`src/rtl/mem_pkg.sv`:
```
// Memory op codes and decode helpers. The core, the memory model and the
// access arbiter all import this package.
package mem_pkg;

    localparam int unsigned OP_W = 8;

    typedef logic [OP_W-1:0] mem_op_t;

    localparam mem_op_t MEM_ERROR   = 8'd0;
    localparam mem_op_t LOAD_BYTE   = 8'd1;
    localparam mem_op_t LOAD_HALF   = 8'd2;
    localparam mem_op_t LOAD_WORD   = 8'd3;
    localparam mem_op_t LOAD_BYTE_U = 8'd4;
    localparam mem_op_t LOAD_HALF_U = 8'd5;
    localparam mem_op_t STORE_BYTE  = 8'd6;
    localparam mem_op_t STORE_HALF  = 8'd7;
    localparam mem_op_t STORE_WORD  = 8'd8;

    function automatic logic is_legal_op(input mem_op_t op);
        case (op)
            LOAD_BYTE, LOAD_HALF, LOAD_WORD, LOAD_BYTE_U, LOAD_HALF_U,
            STORE_BYTE, STORE_HALF, STORE_WORD: return 1'b1;
            default:                            return 1'b0;
        endcase
    endfunction

    function automatic logic is_load(input mem_op_t op);
        case (op)
            LOAD_BYTE, LOAD_HALF, LOAD_WORD, LOAD_BYTE_U, LOAD_HALF_U: return 1'b1;
            default:                                                   return 1'b0;
        endcase
    endfunction

endpackage

```
`src/rtl/mem_arbiter_rr_arb2.sv`:
```
// Two-way round-robin picker: a lone requester wins, a tie goes to the port
// that was not granted last time.
module rr_arb2 (
    input  logic [1:0] req,
    input  logic       last,
    output logic       gnt,
    output logic       valid
);

    always_comb begin
        valid = |req;
        gnt   = 1'b0;
        case (req)
            2'b10:   gnt = 1'b1;
            2'b11:   gnt = ~last;
            default: gnt = 1'b0;
        endcase
    end

endmodule

```
`src/rtl/mem_arbiter.sv`:
```
// Shares one synchronous memory between two requesters: round-robin grant,
// fixed-latency hold of the memory inputs, then a one-cycle completion pulse.
module mem_arbiter
    import mem_pkg::*;
#(
    parameter int unsigned ADDR_W      = 32,
    parameter int unsigned DATA_W      = 32,
    parameter int unsigned MEM_LATENCY = 20
) (
    input  logic              clk,
    input  logic              rst,
    input  logic              p0_req,
    input  logic [ADDR_W-1:0] p0_addr,
    input  logic [OP_W-1:0]   p0_op,
    input  logic [DATA_W-1:0] p0_wdata,
    output logic              p0_done,
    output logic [DATA_W-1:0] p0_rdata,
    output logic              p0_err,
    input  logic              p1_req,
    input  logic [ADDR_W-1:0] p1_addr,
    input  logic [OP_W-1:0]   p1_op,
    input  logic [DATA_W-1:0] p1_wdata,
    output logic              p1_done,
    output logic [DATA_W-1:0] p1_rdata,
    output logic              p1_err,
    output logic [ADDR_W-1:0] mem_addr,
    output logic [OP_W-1:0]   mem_op,
    output logic [DATA_W-1:0] mem_data_in,
    input  logic [DATA_W-1:0] mem_data_out,
    output logic              busy,
    output logic              owner
);

    typedef enum logic [1:0] {S_IDLE, S_ACCESS, S_DONE} state_t;

    localparam int unsigned    CNT_W    = 8;
    localparam logic [CNT_W-1:0] CNT_LAST = CNT_W'(MEM_LATENCY - 1);

    state_t            state, state_next;
    logic [CNT_W-1:0]  cnt;
    logic              last;
    logic              arb_gnt, arb_valid;
    logic              grant, finish, sel_legal;
    logic [OP_W-1:0]   sel_op;
    logic [ADDR_W-1:0] sel_addr;
    logic [DATA_W-1:0] sel_wdata;

    rr_arb2 u_arb (
        .req   ({p1_req, p0_req}),
        .last  (last),
        .gnt   (arb_gnt),
        .valid (arb_valid)
    );

    // Next state plus the grant/finish strobes that steer the datapath.
    always_comb begin
        state_next = state;
        grant      = 1'b0;
        finish     = 1'b0;
        sel_op     = arb_gnt ? p1_op    : p0_op;
        sel_addr   = arb_gnt ? p1_addr  : p0_addr;
        sel_wdata  = arb_gnt ? p1_wdata : p0_wdata;
        sel_legal  = is_legal_op(sel_op);
        case (state)
            S_IDLE: begin
                if (arb_valid) begin
                    grant      = 1'b1;
                    state_next = sel_legal ? S_ACCESS : S_DONE;
                end
            end
            S_ACCESS: begin
                if (cnt == CNT_LAST) begin
                    finish     = 1'b1;
                    state_next = S_DONE;
                end
            end
            S_DONE:  state_next = S_IDLE;
            default: state_next = S_IDLE;
        endcase
    end

    always_ff @(posedge clk) begin
        if (rst) begin
            state       <= S_IDLE;
            busy        <= 1'b0;
            owner       <= 1'b0;
            last        <= 1'b1;
            cnt         <= '0;
            mem_addr    <= '0;
            mem_op      <= MEM_ERROR;
            mem_data_in <= '0;
            p0_done     <= 1'b0;
            p0_err      <= 1'b0;
            p0_rdata    <= '0;
            p1_done     <= 1'b0;
            p1_err      <= 1'b0;
            p1_rdata    <= '0;
        end else begin
            state   <= state_next;
            busy    <= (state_next != S_IDLE);
            cnt     <= (cnt == '1) ? cnt : cnt + CNT_W'(1);
            p0_done <= 1'b0;
            p0_err  <= 1'b0;
            p1_done <= 1'b0;
            p1_err  <= 1'b0;

            // An illegal op never touches the memory and completes right away.
            if (grant) begin
                owner <= arb_gnt;
                last  <= arb_gnt;
                cnt   <= '0;
                if (sel_legal) begin
                    mem_addr    <= sel_addr;
                    mem_op      <= sel_op;
                    mem_data_in <= sel_wdata;
                end else if (arb_gnt) begin
                    p1_done  <= 1'b1;
                    p1_err   <= 1'b1;
                    p1_rdata <= '0;
                end else begin
                    p0_done  <= 1'b1;
                    p0_err   <= 1'b1;
                    p0_rdata <= '0;
                end
            end

            if (finish) begin
                mem_op <= MEM_ERROR;
                if (owner) begin
                    p1_done  <= 1'b1;
                    p1_rdata <= is_load(mem_op) ? mem_data_out : '0;
                end else begin
                    p0_done  <= 1'b1;
                    p0_rdata <= is_load(mem_op) ? mem_data_out : '0;
                end
            end
        end
    end

endmodule

```
`config.mk`:
```
export PLATFORM = sky130hd
export DESIGN_NAME = mem_arbiter
export DESIGN_NICKNAME = d
export VERILOG_FILES = /design/src/rtl/mem_pkg.sv /design/src/rtl/mem_arbiter_rr_arb2.sv /design/src/rtl/mem_arbiter.sv
export SDC_FILE = /design/constraint.sdc
export NUM_CORES = 1
export LEC_CHECK = 0
export CAP_MARGIN = 30
export CORE_UTILIZATION = 45
export CTS_CLUSTER_DIAMETER = 30
export DETAILED_ROUTE_END_ITERATION = 6
export GPL_TIMING_DRIVEN = 1
export HOLD_SLACK_MARGIN = 0.08
export PLACE_DENSITY = 0.84
export SETUP_SLACK_MARGIN = 0.4
export SLEW_MARGIN = 20
export SYNTH_ARGS = -nofsm -noshare
export SYNTH_HDL_FRONTEND = slang
export SYNTH_SLANG_ARGS = --single-unit
```
`constraint.sdc`:
```
create_clock -name clk -period 5.69 [get_ports clk]
set_input_delay 1.138 -clock clk [delete_from_list [all_inputs] [get_ports clk]]
set_output_delay 1.138 -clock clk [all_outputs]
set_load 0.1 [all_outputs]
```
# Word level (Yosys, flattened, before mapping)
# Memories as Yosys holds them, arrays and structs flattened.
# Cells that the tools add are included.
classes:
  bitwise_logic: 1
  addsub: 1
  mux: 42
  eq_ne: 10
  n_reduce_logical: 8
ops:
  columns: ["operator", "count"]
  rows:
  - ["32-bit two-way mux", 14]
  - ["1-bit two-way mux", 22]
  - ["8-bit by 2-bit == test with 1-bit output, second input constant", 2]
  - ["8-bit by 3-bit == test with 1-bit output, second input constant", 2]
  - ["8-bit by 1-bit adder with 8-bit output, second input constant", 1]
  - ["8-bit by 1-bit == test with 1-bit output, second input constant", 1]
  - ["8-bit by 5-bit == test with 1-bit output, second input constant", 1]
  - ["8-bit == test, second input constant", 1]
  - ["8-bit two-way mux", 1]
  - ["2-bit two-way mux", 3]
  - ["2-bit OR reduction", 3]
  - ["5-bit OR reduction", 1]
  - ["2-bit == test, second input constant", 2]
  - ["4-bit zero test", 1]
  - ["2-bit one-hot mux with 2 select lines", 1]
  - ["2-bit by 1-bit == test with 1-bit output, second input constant", 1]
  - ["2-bit zero test", 1]
  - ["1-bit one-hot mux with 2 select lines", 1]
  - ["2-bit AND reduction", 1]
  - ["2-bit nonzero test", 1]
  - ["1-bit NOT", 1]
word_totals:
  romBits: 16
  output_inout_bits: 142
  memories: 1
  register_bits: 153
memory_table:
  columns: ["memory", "depth", "word_bits", "rd", "rd_ports_with_merged_regs", "wr", "line", "source"]
  rows:
  - ["(name not given)", 16, 1, 1, 0, 0, "mem_pkg.sv:20", "case (op)"]

# Longest topological paths before layout
depth:
  depth_word: 9
  depth_mapped: 7

# By module
# From an unflattened synthesis, not the netlist that was laid out.
unflattened:
  cells_unflattened: 545
  hier_area_um2: 5851.9
modules_own_cells:
  columns: ["mod", "cells_each", "seq_area_each_um2", "area_per_inst_um2", "n_inst"]
  rows:
  - ["mem_arbiter", 543, 3062.9, 5838.1, 1]
  - ["rr_arb2", 2, 0.0, 13.8, 1]

# Least setup slack after synthesis
# Ideal clock, no wire load.
synth_path:
  kind: "input to register"
  startpoint: "input p1_op[0]"
  endpoint: "register mem_addr[0]"
  required_ps: 5569
  slack_ps: 3076
  t_arrival_ps: 2492
  setup_ps: 121
  stages: 6
  path_buffers: 2
  cell_sequence: "or4_1 nand3_2 o22a_4 buf_12 buf_12 mux2_4"
synth_between:
  elab_chain_cells: 4
synth_lines:
  columns: ["item", "line", "source"]
  rows:
  - ["start, declared", "mem_arbiter.sv:21", "input logic [OP_W-1:0] p1_op,"]
  - ["8-bit two-way mux", "mem_arbiter.sv:60", "sel_op = arb_gnt ? p1_op : p0_op;"]
  - ["memory read 16 x 1 bit", null, null]
  - ["1-bit two-way mux", "mem_pkg.sv:20", null]
  - ["2-bit AND reduction (no source line)", null, null]
  - ["end signal, assigned", "mem_arbiter.sv:113", "mem_addr <= sel_addr;"]
  - ["end, declared", "mem_arbiter.sv:26", "output logic [ADDR_W-1:0] mem_addr,"]
# Every way passes these cells.
# A chain may end at the register's enable or synchronous reset.

# Worst setup path after layout
layout_path:
  startpoint: "input p0_op[0]"
  endpoint: "register mem_addr[18]"
layout_between:
  elab_chain_cells: 4
layout_lines:
  columns: ["item", "line", "source"]
  rows:
  - ["start, declared", "mem_arbiter.sv:14", "input logic [OP_W-1:0] p0_op,"]
  - ["8-bit two-way mux", "mem_arbiter.sv:60", null]
  - ["memory read 16 x 1 bit", null, null]
  - ["1-bit two-way mux", "mem_pkg.sv:20", null]
  - ["2-bit AND reduction (no source line)", null, null]
# Every way passes these cells.

==> flow_metrics.tcl <==
set metrics [dict create \
    finalHoldViolations 0 \
    drive_above_1_share 0.1153 \
    critPathLaunchType "input port" \
    p_clk_frac 0.428 \
    clock_latency_ns 0.43 \
    track_usage 0.2506 \
    setup_violations 0 \
    stdcell_count 1288 \
    max-clock-path-buffers 2 \
    coreArea_um2 16520 \
    place_inst 1253 \
    gp_congestion 0.8258 \
    muxShareOfSynthArea 0.2236 \
    p_sw_uw 673.8 \
    ys_ff_latch 153 \
    grt_setup_unrepaired "no" \
    dieWidth_um 131.8 \
    htree_levels 4 \
    p_leak_nw 4.372 \
    internal_power_mw 1.958 \
    crit_chain "clkdlybuf4s50_1 > or4_4 > nand3_2 > o22a_4 > buf_4 > mux2_4" \
    clk_pin_slew_ns 0.06 \
    synth_cells 769 \
    worst_slew_pin_slew_ns 1.043 \
    row_count 47 \
    synthTopCellsByCount "153 x dfxtp_1, 74 x nor2_1, 70 x mux2i_1, 67 x nand3_1" \
    fmax_mhz 288.8 \
    synth_compound_area_frac 0.07558 \
    end_kind "flop" \
    p_sw_frac 0.2561 \
    drt_iter0_drc 334 \
    portBuffers 321 \
    wl_per_cell_um 17.11 \
    syn2layout_area_growth_pct 50.38 \
    cts_buffers 17 \
    dominantRegCellSynth "dfxtp_1" \
    slew_viol_final 0 \
    vias_per_cell 5.143 \
    finClkSkew_ns 0.01264 \
    layout_setup_ws_ns 2.227 \
    yosysWarnings 0 \
    synth_most_common_cell "dfxtp_1" \
    critical_path_peak_fanout 43 \
    vias 6624 \
    synthArstFlopShare 0 \
    antenna_found_initial 1 \
    nets 1235 \
    critPathBufInv 2 \
    drv_cap 0 \
    yosys-top-cells-area "dfxtp_1 40%, mux2_4 12%, mux2i_1 9.2%" \
    crit_path_max_incr_delay_ns 0.67 \
    drtPass1Iterations 5 \
    crit_path_top_delay_cell "o22a_4" \
    ant_nets 0 \
    hold_path.class "flop to flop" \
    crit_required_ns 6.00 \
    fillCellCount 1264 \
    pre_cts_ws_ns 1.803 \
    maxSlewHeadroom 0.3025 \
    final.setup.tns_ns 0 \
    drc 0 \
    peakVddDrop_mv 0.2136 \
    die-area_um2 17370 \
    min_period_ns 3.463 \
    p_comb_frac 0.157 \
    place_hpwl_um 15530 \
    powerDensity_nw_per_um2 230.8 \
    synth_top_family_by_area "simple AND/OR/NAND/NOR gates" \
    cts_tree "built" \
    pin_count 322 \
    synth_cell_type_count 50 \
    p_seq_frac 0.415 \
    grt_max_degree 164 \
    grt_pass1_vias 6427 \
    synthAdderAreaFrac 0.001650 \
    status "finished clean" \
    cts-root-buf "clkbuf_16" \
    post_cts_buffers 0 \
    initial_utilization 0.4588 \
    syn_nets 950 \
    synth.largest_area_cell "dfxtp_1" \
    syn_area_um2 7582 \
    synth_simple_gate_area_share 0.2322 \
    fin_crit_sh 0.6085 \
    synth_xor_area_frac 0.004620 \
    synth_top_area_frac 0.4040 \
    critPathKind "input port to flop" \
    wl_um 22030 \
    clock-sinks 153 \
    crit_family "buffers and inverters" \
    die_y_um 131.8 \
    seq_area_frac_synth 0.4040 \
    grt_pass1_wl_um 34330 \
    synth_edf_count 0 \
    syn_avg_cell_area_um2 9.860 \
    grt_overflow_total 0 \
    arrival_ns 3.77 \
    post_cts_resized 0 \
    ctsHoldBuffers 0 \
]
routing by layer:
layer / up-vias / wire length, µm / track usage
met5: - / 0 / 0
met4: 0 / 454 / 0.08786
met3: 27 / 1482 / 0.07228
met2: 230 / 10710 / 0.4233
met1: 3125 / 9382 / 0.3035
li1: 3242 / - / -
worst reg2reg max path, stage by stage (launching register included):
cell and delay [ns]:
dfxtp_1 0.43, nor2_2 0.10, o211ai_1 0.16, o22a_4 0.73, buf_4 0.47, mux2_4 0.34
metrics by stage:
stage / total power, mW / utilization / cell area [µm²] / hold WS [ns]
6_report: 2.632 / 0.6900 / 11400 / 0.4675
5_1_grt: 2.725 / 0.6900 / 11400 / 0.4937
4_1_cts: 2.649 / 0.6879 / 11370 / 0.4696
3_5_place_dp: 1.526 / 0.6526 / 10780 / 0.4610
3_3_place_gp: 1.515 / 0.6493 / 10730 / 0.4546
2_1_floorplan: 1.344 / - / 7582 / 0.4444
path summary, 6_finish.rpt:
| path | startpoint | to | slack, ns | depth (start not counted) |
|---|---|---|---|---|
| setup / recovery | p0_op[0] | mem_addr[18] | 2.23 | 6 |
| setup reg to reg | state[1] | mem_addr[18] | 3.36 | 5 |
| hold / removal | cnt[1] | cnt[1] | 0.47 | 2 |
| hold reg to reg | cnt[1] | cnt[1] | 0.47 | 2 |
placed cells by master (no fill, tap or decap), types with 3 or more instances in the layout:
master           count
o22ai_1             64
nand3_1             67
xor2_1               4
dfxtp_1            153
buf_16               3
mux2i_1             70
clkinvlp_4           3
mux2_2               7
buf_4                5
nor2_1              74
nor2b_1             66
inv_1                3
clkbuf_16           17
mux2_4              61
nand2b_1            66
and3_1               6
nand2_1             16
clkdlybuf4s50_1    320
o21ai_0              5
nor3b_1              3
clkbuf_1             3
sequential cells by signal (all words and copies together), names as in the netlist, 2 cells and up:
signal       flops
cnt              8
mem_data_in     32
p1_rdata        32
state            2
mem_op           8
p0_rdata        32
mem_addr        32
power by group through the flow:
stage	logic, mW	registers [mW]	clock network [mW]
after floorplan	0.164	1.18	0
after global placement	0.400	1.11	0
after detailed placement	0.411	1.11	0
after CTS	0.413	1.09	1.14
after global routing	0.436	1.09	1.20
final	0.413	1.09	1.13
area by class of cell:
cell class | count | area, µm² | area share
tap | 220 | 275.3 | 0.02414
timing repair buffer | 332 | 3379 | 0.2964
clock inverter | 10 | 118.9 | 0.01042
inverter | 3 | 11.26 | 0.0009876
multi-input combinational | 547 | 4088 | 0.3585
clock buffer | 22 | 464.2 | 0.04071
antenna | 1 | 2.502 | 0.0002195
sequential | 153 | 3063 | 0.2686
cells by family after synthesis:
group                      after synthesis
DFF                                    153
AOI/OAI and AO/OA                       86
muxes                                  138
xor gates and xnor gates                 4
adders and majority gates                1
and+or+nand+nor                        318
buffers and inverters                   69
(Power assumes the default switching activity.)
